## src/rtl/program_loader.sv

```systemverilog
// program_loader
// Serial program loader for the calculator core. It receives a framed byte
// stream (LEN_H, LEN_L, N words high byte first, XOR checksum) over a
// valid/ready handshake. It writes each assembled 16-bit word into
// instruction memory at consecutive addresses starting at 0, and holds the
// core in reset while a load is in progress.
// Ports:
//   CLK, RST           clock, asynchronous active-low reset
//   START              one-cycle pulse that begins a load (IDLE/DONE/ERR only)
//   BYTE_IN/BYTE_VALID incoming byte and its valid flag
//   BYTE_READY         loader can accept a byte this cycle
//   IM_WE/IM_ADDR/IM_DATA  instruction memory write port
//   CORE_HOLD          keeps the core in reset while high
//   BUSY               a load is in progress
//   DONE/ERROR         sticky result of the last load
module program_loader #(
  parameter int ADDR_W    = 10,
  parameter int DATA_W    = 16,
  parameter int MAX_WORDS = 1024
) (
  input  logic              CLK,
  input  logic              RST,
  input  logic              START,
  input  logic [7:0]        BYTE_IN,
  input  logic              BYTE_VALID,
  output logic              BYTE_READY,
  output logic              IM_WE,
  output logic [ADDR_W-1:0] IM_ADDR,
  output logic [DATA_W-1:0] IM_DATA,
  output logic              CORE_HOLD,
  output logic              BUSY,
  output logic              DONE,
  output logic              ERROR
);

  localparam int LEN_W = 16;

  typedef enum logic [3:0] {
    S_IDLE    = 4'd0,
    S_LEN_HI  = 4'd1,
    S_LEN_LO  = 4'd2,
    S_DATA_HI = 4'd3,
    S_DATA_LO = 4'd4,
    S_WRITE   = 4'd5,
    S_CHECK   = 4'd6,
    S_DONE    = 4'd7,
    S_ERR     = 4'd8
  } state_t;

  state_t              state_q, state_d;
  logic [LEN_W-1:0]    len_q, len_d;
  logic [7:0]          hi_q, hi_d;
  logic [7:0]          chk_q, chk_d;
  // One bit wider than the memory address so a full 1024-word frame never wraps.
  logic [ADDR_W:0]     addr_q, addr_d;
  logic                ready_q, ready_d;
  logic                we_q, we_d;
  logic [ADDR_W-1:0]   im_addr_q, im_addr_d;
  logic [DATA_W-1:0]   im_data_q, im_data_d;
  logic                hold_q, hold_d;
  logic                busy_q, busy_d;
  logic                done_q, done_d;
  logic                err_q, err_d;

  logic                xfer_s;
  logic [LEN_W-1:0]    n_s;
  logic [LEN_W-1:0]    addr_next_s;

  assign xfer_s      = BYTE_VALID & ready_q;
  assign n_s         = {len_q[15:8], BYTE_IN};
  assign addr_next_s = LEN_W'(addr_q) + 16'd1;

  // Next-state and next-output computation for the loader FSM.
  always_comb begin
    state_d   = state_q;
    len_d     = len_q;
    hi_d      = hi_q;
    chk_d     = chk_q;
    addr_d    = addr_q;
    we_d      = 1'b0;
    im_addr_d = im_addr_q;
    im_data_d = im_data_q;
    hold_d    = hold_q;
    busy_d    = busy_q;
    done_d    = done_q;
    err_d     = err_q;
    case (state_q)
      S_IDLE, S_DONE, S_ERR: begin
        if (START) begin
          state_d = S_LEN_HI;
          done_d  = 1'b0;
          err_d   = 1'b0;
          addr_d  = '0;
          chk_d   = 8'h00;
          hold_d  = 1'b1;
          busy_d  = 1'b1;
        end else begin
          state_d = state_q;
        end
      end
      S_LEN_HI: begin
        if (xfer_s) begin
          len_d[15:8] = BYTE_IN;
          state_d     = S_LEN_LO;
        end else begin
          state_d = state_q;
        end
      end
      S_LEN_LO: begin
        if (xfer_s) begin
          len_d[7:0] = BYTE_IN;
          if ((n_s == 16'd0) || (n_s > LEN_W'(MAX_WORDS))) begin
            state_d = S_ERR;
            err_d   = 1'b1;
            busy_d  = 1'b0;
          end else begin
            state_d = S_DATA_HI;
          end
        end else begin
          state_d = state_q;
        end
      end
      S_DATA_HI: begin
        if (xfer_s) begin
          hi_d    = BYTE_IN;
          chk_d   = chk_q ^ BYTE_IN;
          state_d = S_DATA_LO;
        end else begin
          state_d = state_q;
        end
      end
      S_DATA_LO: begin
        // The write port is loaded here so IM_WE/ADDR/DATA are all
        // registered and valid together during the WRITE cycle.
        if (xfer_s) begin
          chk_d     = chk_q ^ BYTE_IN;
          im_data_d = {hi_q, BYTE_IN};
          im_addr_d = addr_q[ADDR_W-1:0];
          we_d      = 1'b1;
          state_d   = S_WRITE;
        end else begin
          state_d = state_q;
        end
      end
      S_WRITE: begin
        addr_d = addr_q + 1'b1;
        if (addr_next_s == len_q) begin
          state_d = S_CHECK;
        end else begin
          state_d = S_DATA_HI;
        end
      end
      S_CHECK: begin
        if (xfer_s) begin
          busy_d = 1'b0;
          if (BYTE_IN == chk_q) begin
            state_d = S_DONE;
            done_d  = 1'b1;
            hold_d  = 1'b0;
          end else begin
            state_d = S_ERR;
            err_d   = 1'b1;
          end
        end else begin
          state_d = state_q;
        end
      end
      default: begin
        state_d = S_IDLE;
      end
    endcase

    case (state_d)
      S_LEN_HI, S_LEN_LO, S_DATA_HI, S_DATA_LO, S_CHECK: ready_d = 1'b1;
      default:                                          ready_d = 1'b0;
    endcase
  end

  // State and registered-output flops.
  always_ff @(posedge CLK or negedge RST) begin
    if (!RST) begin
      state_q   <= S_IDLE;
      len_q     <= 16'd0;
      hi_q      <= 8'h00;
      chk_q     <= 8'h00;
      addr_q    <= '0;
      ready_q   <= 1'b0;
      we_q      <= 1'b0;
      im_addr_q <= '0;
      im_data_q <= '0;
      hold_q    <= 1'b0;
      busy_q    <= 1'b0;
      done_q    <= 1'b0;
      err_q     <= 1'b0;
    end else begin
      state_q   <= state_d;
      len_q     <= len_d;
      hi_q      <= hi_d;
      chk_q     <= chk_d;
      addr_q    <= addr_d;
      ready_q   <= ready_d;
      we_q      <= we_d;
      im_addr_q <= im_addr_d;
      im_data_q <= im_data_d;
      hold_q    <= hold_d;
      busy_q    <= busy_d;
      done_q    <= done_d;
      err_q     <= err_d;
    end
  end

  assign BYTE_READY = ready_q;
  assign IM_WE      = we_q;
  assign IM_ADDR    = im_addr_q;
  assign IM_DATA    = im_data_q;
  assign CORE_HOLD  = hold_q;
  assign BUSY       = busy_q;
  assign DONE       = done_q;
  assign ERROR      = err_q;

endmodule
```

## config.mk

```make
export PLATFORM = sky130hd
export DESIGN_NAME = program_loader
export DESIGN_NICKNAME = d
export VERILOG_FILES = /design/src/rtl/program_loader.sv
export SDC_FILE = /design/constraint.sdc
export NUM_CORES = 1
export LEC_CHECK = 0
export ABC_CLOCK_PERIOD_IN_PS = 2000
export CAP_MARGIN = 20
export CORE_UTILIZATION = 53
export CTS_BUF_LIST = sky130_fd_sc_hd__clkbuf_4 sky130_fd_sc_hd__clkbuf_8
export DETAILED_ROUTE_END_ITERATION = 8
export GPL_ROUTABILITY_DRIVEN = 0
export PLACE_DENSITY = 0.79
export SLEW_MARGIN = 20
export SYNTH_ARGS = -nofsm -noshare
export SYNTH_HDL_FRONTEND = slang
export SYNTH_SLANG_ARGS = --single-unit
```

## constraint.sdc

```tcl
create_clock -name CLK -period 2 [get_ports CLK]
set_clock_uncertainty 0.05 [all_clocks]
set_input_delay 0.2 -clock CLK [delete_from_list [all_inputs] [get_ports CLK]]
set_output_delay 0.2 -clock CLK [all_outputs]
set_load 0.02 [all_outputs]
```

==> run summary <==
The checks that failed: setup timing. The most critical setup path has its startpoint at len_q[15]. The logs give 0.37 ns for the source-to-sink clock delay at the later pin of the worst-skew pair and 0 for the antenna diode instance count. The effective utilization at floorplan was 0.551; the overall die width was 89.1 um. The top-level port count was 44; the combined flip-flop and latch cell area was 1980 um^2.

Max-cap violations in this run came to 0. The multi-input combinational cells in the finished layout cover a total of 2030 um^2. In this run the vertical extent of the chip is 89.1 um. The number of nets in the synthesized netlist is 439.

In this run the number of H-tree levels came out at 3. Once placement completed, the tool counted placed cells totaling 603. Initial antenna violation count: 0. The worst path buffer plus inverter count came out at 0.

Row generation in the floorplan step produced 31 rows. Setup violations remaining at the end of the flow were counted as 5. The count of yosys warnings during synthesis came out at 0.

The final standard cell utilization of the core was 0.734. The logs give 2.46 nW for the reported leakage power and 4980 um^2 for the cell area after placement. The via density per instance works out to 5.88. The first global-routing pass estimated 18,100 um of wire.

Walking the worst path, the cells encountered are or4_4 -> or4_1 -> a211o_1 -> nor4b_2 -> o21bai_1. The final worst-path cycle share was 1.08; the detailed-route via count was 3,666. Smallest setup slack after layout: -0.168 ns. The tools report the number of cells produced by synthesis as 426. The clock edge transition at the registers on the reported setup and hold paths is 0.10 ns. A synthesized cell averages 9.44 um^2. Subtracting the final worst setup slack from the clock period gives 2.17 ns.

The half-perimeter wire length of the detailed placement result was 7560 um. Synthesis inferred 79 register bits. In this run, the number of DRC markers left after iteration 0 of detailed routing was 237. The count of nets left with antenna violations once routing finished came out at 0. The run gives 624 as the filler-free cell count of the finished design. The startpoint identified for the worst register-to-register timing path is len_q[15]. The number of global-route vias before repair is 3,726, and the post-synthesis cell type count is 60. The overflow left after global routing is 0. The run finished, with violations left. The number of buffers inserted by port buffering came out at 43. The floorplan step defined a die boundary enclosing 7940 um^2.

The finished cells cover 5350 um^2. The final layout contains 533 nets. TritonCTS built the clock tree.

Setup repair after global routing could not meet its margin everywhere. The run gives 545 as the fill cell total of the finished layout. In the routed design, unresolved DRC markers number 0. The logs give 2.20 ns for the data required time at the worst endpoint and 7290 um^2 for the core area. The async set-reset flop share out of synthesis was 1.00. Clock tree root buffer cell: sky130_fd_sc_hd__clkbuf_8. The cell area after synthesis came out at 4020 um^2.

The final max-slew violation count is 0. Buffer levels on the longest clock path: 2. The tools report the TritonCTS buffer count as 9.

The post-detailed-route wirelength per cell was 17.6 um. Counting flops with a built-in enable in the synthesized netlist gives 0. The fraction of final layout cells with drive strength greater than 1 came out at 0.244.

The flip-flop cell with the highest count after synthesis is sky130_fd_sc_hd__dfrtp_1. The capturing element type of the critical path is a register. Area added between synthesis and finish: 33.2%. The maximum single-stage delay on the critical path works out to 0.54 ns. Entering global routing, the biggest net connects 54 pins. The final-layout setup total negative slack was -0.539 ns; the final number of hold-violating endpoints was 0. STA classifies the critical path startpoint as a register. The logs give 79 for the TritonCTS sink count and 0.492 for the fraction of the yosys area taken by sequential cells. For the pin with the worst max-slew slack, the measured transition is 0.460 ns.

The power density relative to cell area came out at 1260 nW/um^2. The cell family contributing the most delay on the critical path is simple AND/OR/NAND/NOR gates. The total global routing track utilization was 0.306; the highest ir drop seen on vdd was 0.781 mV.

The run gives 0.693 as the max-slew headroom at the worst pin. After detailed routing, the total wire length is 11,000 um. Data on the critical path arrives at its endpoint at 2.37 ns. Static timing analysis puts the maximum clock frequency at 461 MHz. Kind of path behind the tightest hold check: in -> async. Before antenna repair, the detailed router went through 5 iterations. Among all stages on the critical path, the largest delay is contributed by sky130_fd_sc_hd__or4_4. In this run the worst path has a maximum fanout of 2. By startpoint and endpoint, the worst setup path is classified as reg -> reg.
-- where the power goes --
group	switching (mW)	leakage, nW	total [mW]	internal, mW
clock network	0.706	0.111	1.32	0.618
registers	0.457	1.03	2.60	2.14
logic	1.41	1.33	2.85	1.44
total	2.58	2.46	6.77	4.19
-- cell usage in the layout, fill, tap and decap left out, types with 4 or more instances in the layout --
cell                              Yosys  layout
sky130_fd_sc_hd__a21oi_1              6       5
sky130_fd_sc_hd__nor2b_1              5       5
sky130_fd_sc_hd__nand3_1              7       6
sky130_fd_sc_hd__dfrtp_1             79      76
sky130_fd_sc_hd__clkbuf_8             0       9
sky130_fd_sc_hd__o21ai_1              9      10
sky130_fd_sc_hd__nand4_1              5       5
sky130_fd_sc_hd__xnor2_1              9       9
sky130_fd_sc_hd__nand2_1            105     105
sky130_fd_sc_hd__mux2_2              17      17
sky130_fd_sc_hd__o31ai_1              5       5
sky130_fd_sc_hd__and3_1               4       4
sky130_fd_sc_hd__or4_1                6       4
sky130_fd_sc_hd__a31oi_1              4       4
sky130_fd_sc_hd__nor2_1              22      21
sky130_fd_sc_hd__a22o_1               5       5
sky130_fd_sc_hd__nor4_2               2       4
sky130_fd_sc_hd__a21o_1               4       4
sky130_fd_sc_hd__mux2_1               7       7
sky130_fd_sc_hd__o211ai_1             4       4
sky130_fd_sc_hd__o21ai_0             21      19
sky130_fd_sc_hd__xor2_1              10      10
sky130_fd_sc_hd__nand2b_1             6       6
sky130_fd_sc_hd__clkdlybuf4s50_1      0      42
sky130_fd_sc_hd__buf_4                1      62
sky130_fd_sc_hd__nor3_1               5       4
-- cells in the mapped netlist, drive strengths merged, types with 2 or more instances --
cell type  count  share of area
and2           3         0.0047
nor3           5         0.0062
nor2          22          0.021
a21oi          6         0.0075
o21ai         30          0.037
a2bb2oi        2         0.0044
a31oi          4         0.0062
buf            7         0.0090
and3           4         0.0062
dfrtp         79           0.49
or3            2         0.0031
clkbuf        21          0.020
a22o           5          0.011
nand3          7         0.0087
o21bai         2         0.0037
nand3b         3         0.0056
nand2b         6         0.0093
a21o           4         0.0075
o211ai         4         0.0075
xnor2          9          0.020
nand2        105          0.098
xor2          10          0.022
o31ai          6          0.012
inv            3         0.0028
or2            5         0.0078
and4           2         0.0044
o21a           3         0.0056
or4            6          0.011
nor4b          2         0.0059
nand4          5         0.0078
nor2b          5         0.0078
nor4           7          0.014
mux2          24          0.067
-- through the flow --
stage               power, mW  hold WS [ns]  setup WS, ns
global placement         5.08        0.0860        -0.422
CTS                      6.72         0.232        -0.117
global route             7.14         0.279        -0.213
detailed placement       5.23        0.0909        -0.513
floorplan                4.12        -0.146       -0.0589
finish                   6.77         0.225        -0.168
-- state kept, by name, summed over array words and instances (netlist names) --
register	flops
CORE_HOLD	1
hi_q	8
chk_q	8
BUSY	1
BYTE_READY	1
IM_ADDR	10
addr_q	11
DONE	1
state_q	4
ERROR	1
IM_WE	1
IM_DATA	16
len_q	16
-- layer usage --
metal / track usage / share of wire / up-vias
met5: 0 / 0 / -
met4: 0.175 / 0.039 / 0
met3: 0.0517 / 0.055 / 39
met2: 0.509 / 0.49 / 139
met1: 0.377 / 0.41 / 1804
li1: - / - / 1684
-- cells by family (layout without fill, tap and decap cells) --
| group | after synthesis | after routing | synth area share |
|---|---|---|---|
| compound gates | 77 | 77 | 0.130 |
| xor+xnor | 19 | 19 | 0.0414 |
| fa+ha+maj | 1 | 1 | 0.00311 |
| buf+inv | 31 | 130 | 0.0314 |
| flops | 79 | 79 | 0.492 |
| mux | 25 | 25 | 0.0697 |
| simple gates | 194 | 194 | 0.233 |
-- layout make-up --
type                            instances  share of cell area
Clock inverter                          7              0.0178
Sequential cell                        79               0.370
Tap cell                               99              0.0231
Multi-Input combinational cell        316               0.379
Inverter                                3             0.00210
Clock buffer                            9              0.0231
Timing Repair Buffer                  111               0.185
-- worst paths after layout --
kind | endpoint | slack [ns] | cells after the start
max | state_q[0] | -0.17 | 5
max in group asynchronous | len_q[0] | 1.07 | 3
min reg2reg | IM_DATA[15] | 0.43 | 2
max reg2reg | state_q[0] | -0.17 | 5
min in group CLK | IM_DATA[15] | 0.43 | 2
min | addr_q[6] | 0.23 | 2
-- what timing repair did --
action	in CTS	in global routing
endpoints found under the hold margin	26	0
hold buffers	1	0
gates resized for setup	18	7
gates cloned	0	0
buffers inserted	4	0
pin swaps	12	4
endpoints found under the setup margin	5	29
Power figures use the tool's default switching activity.
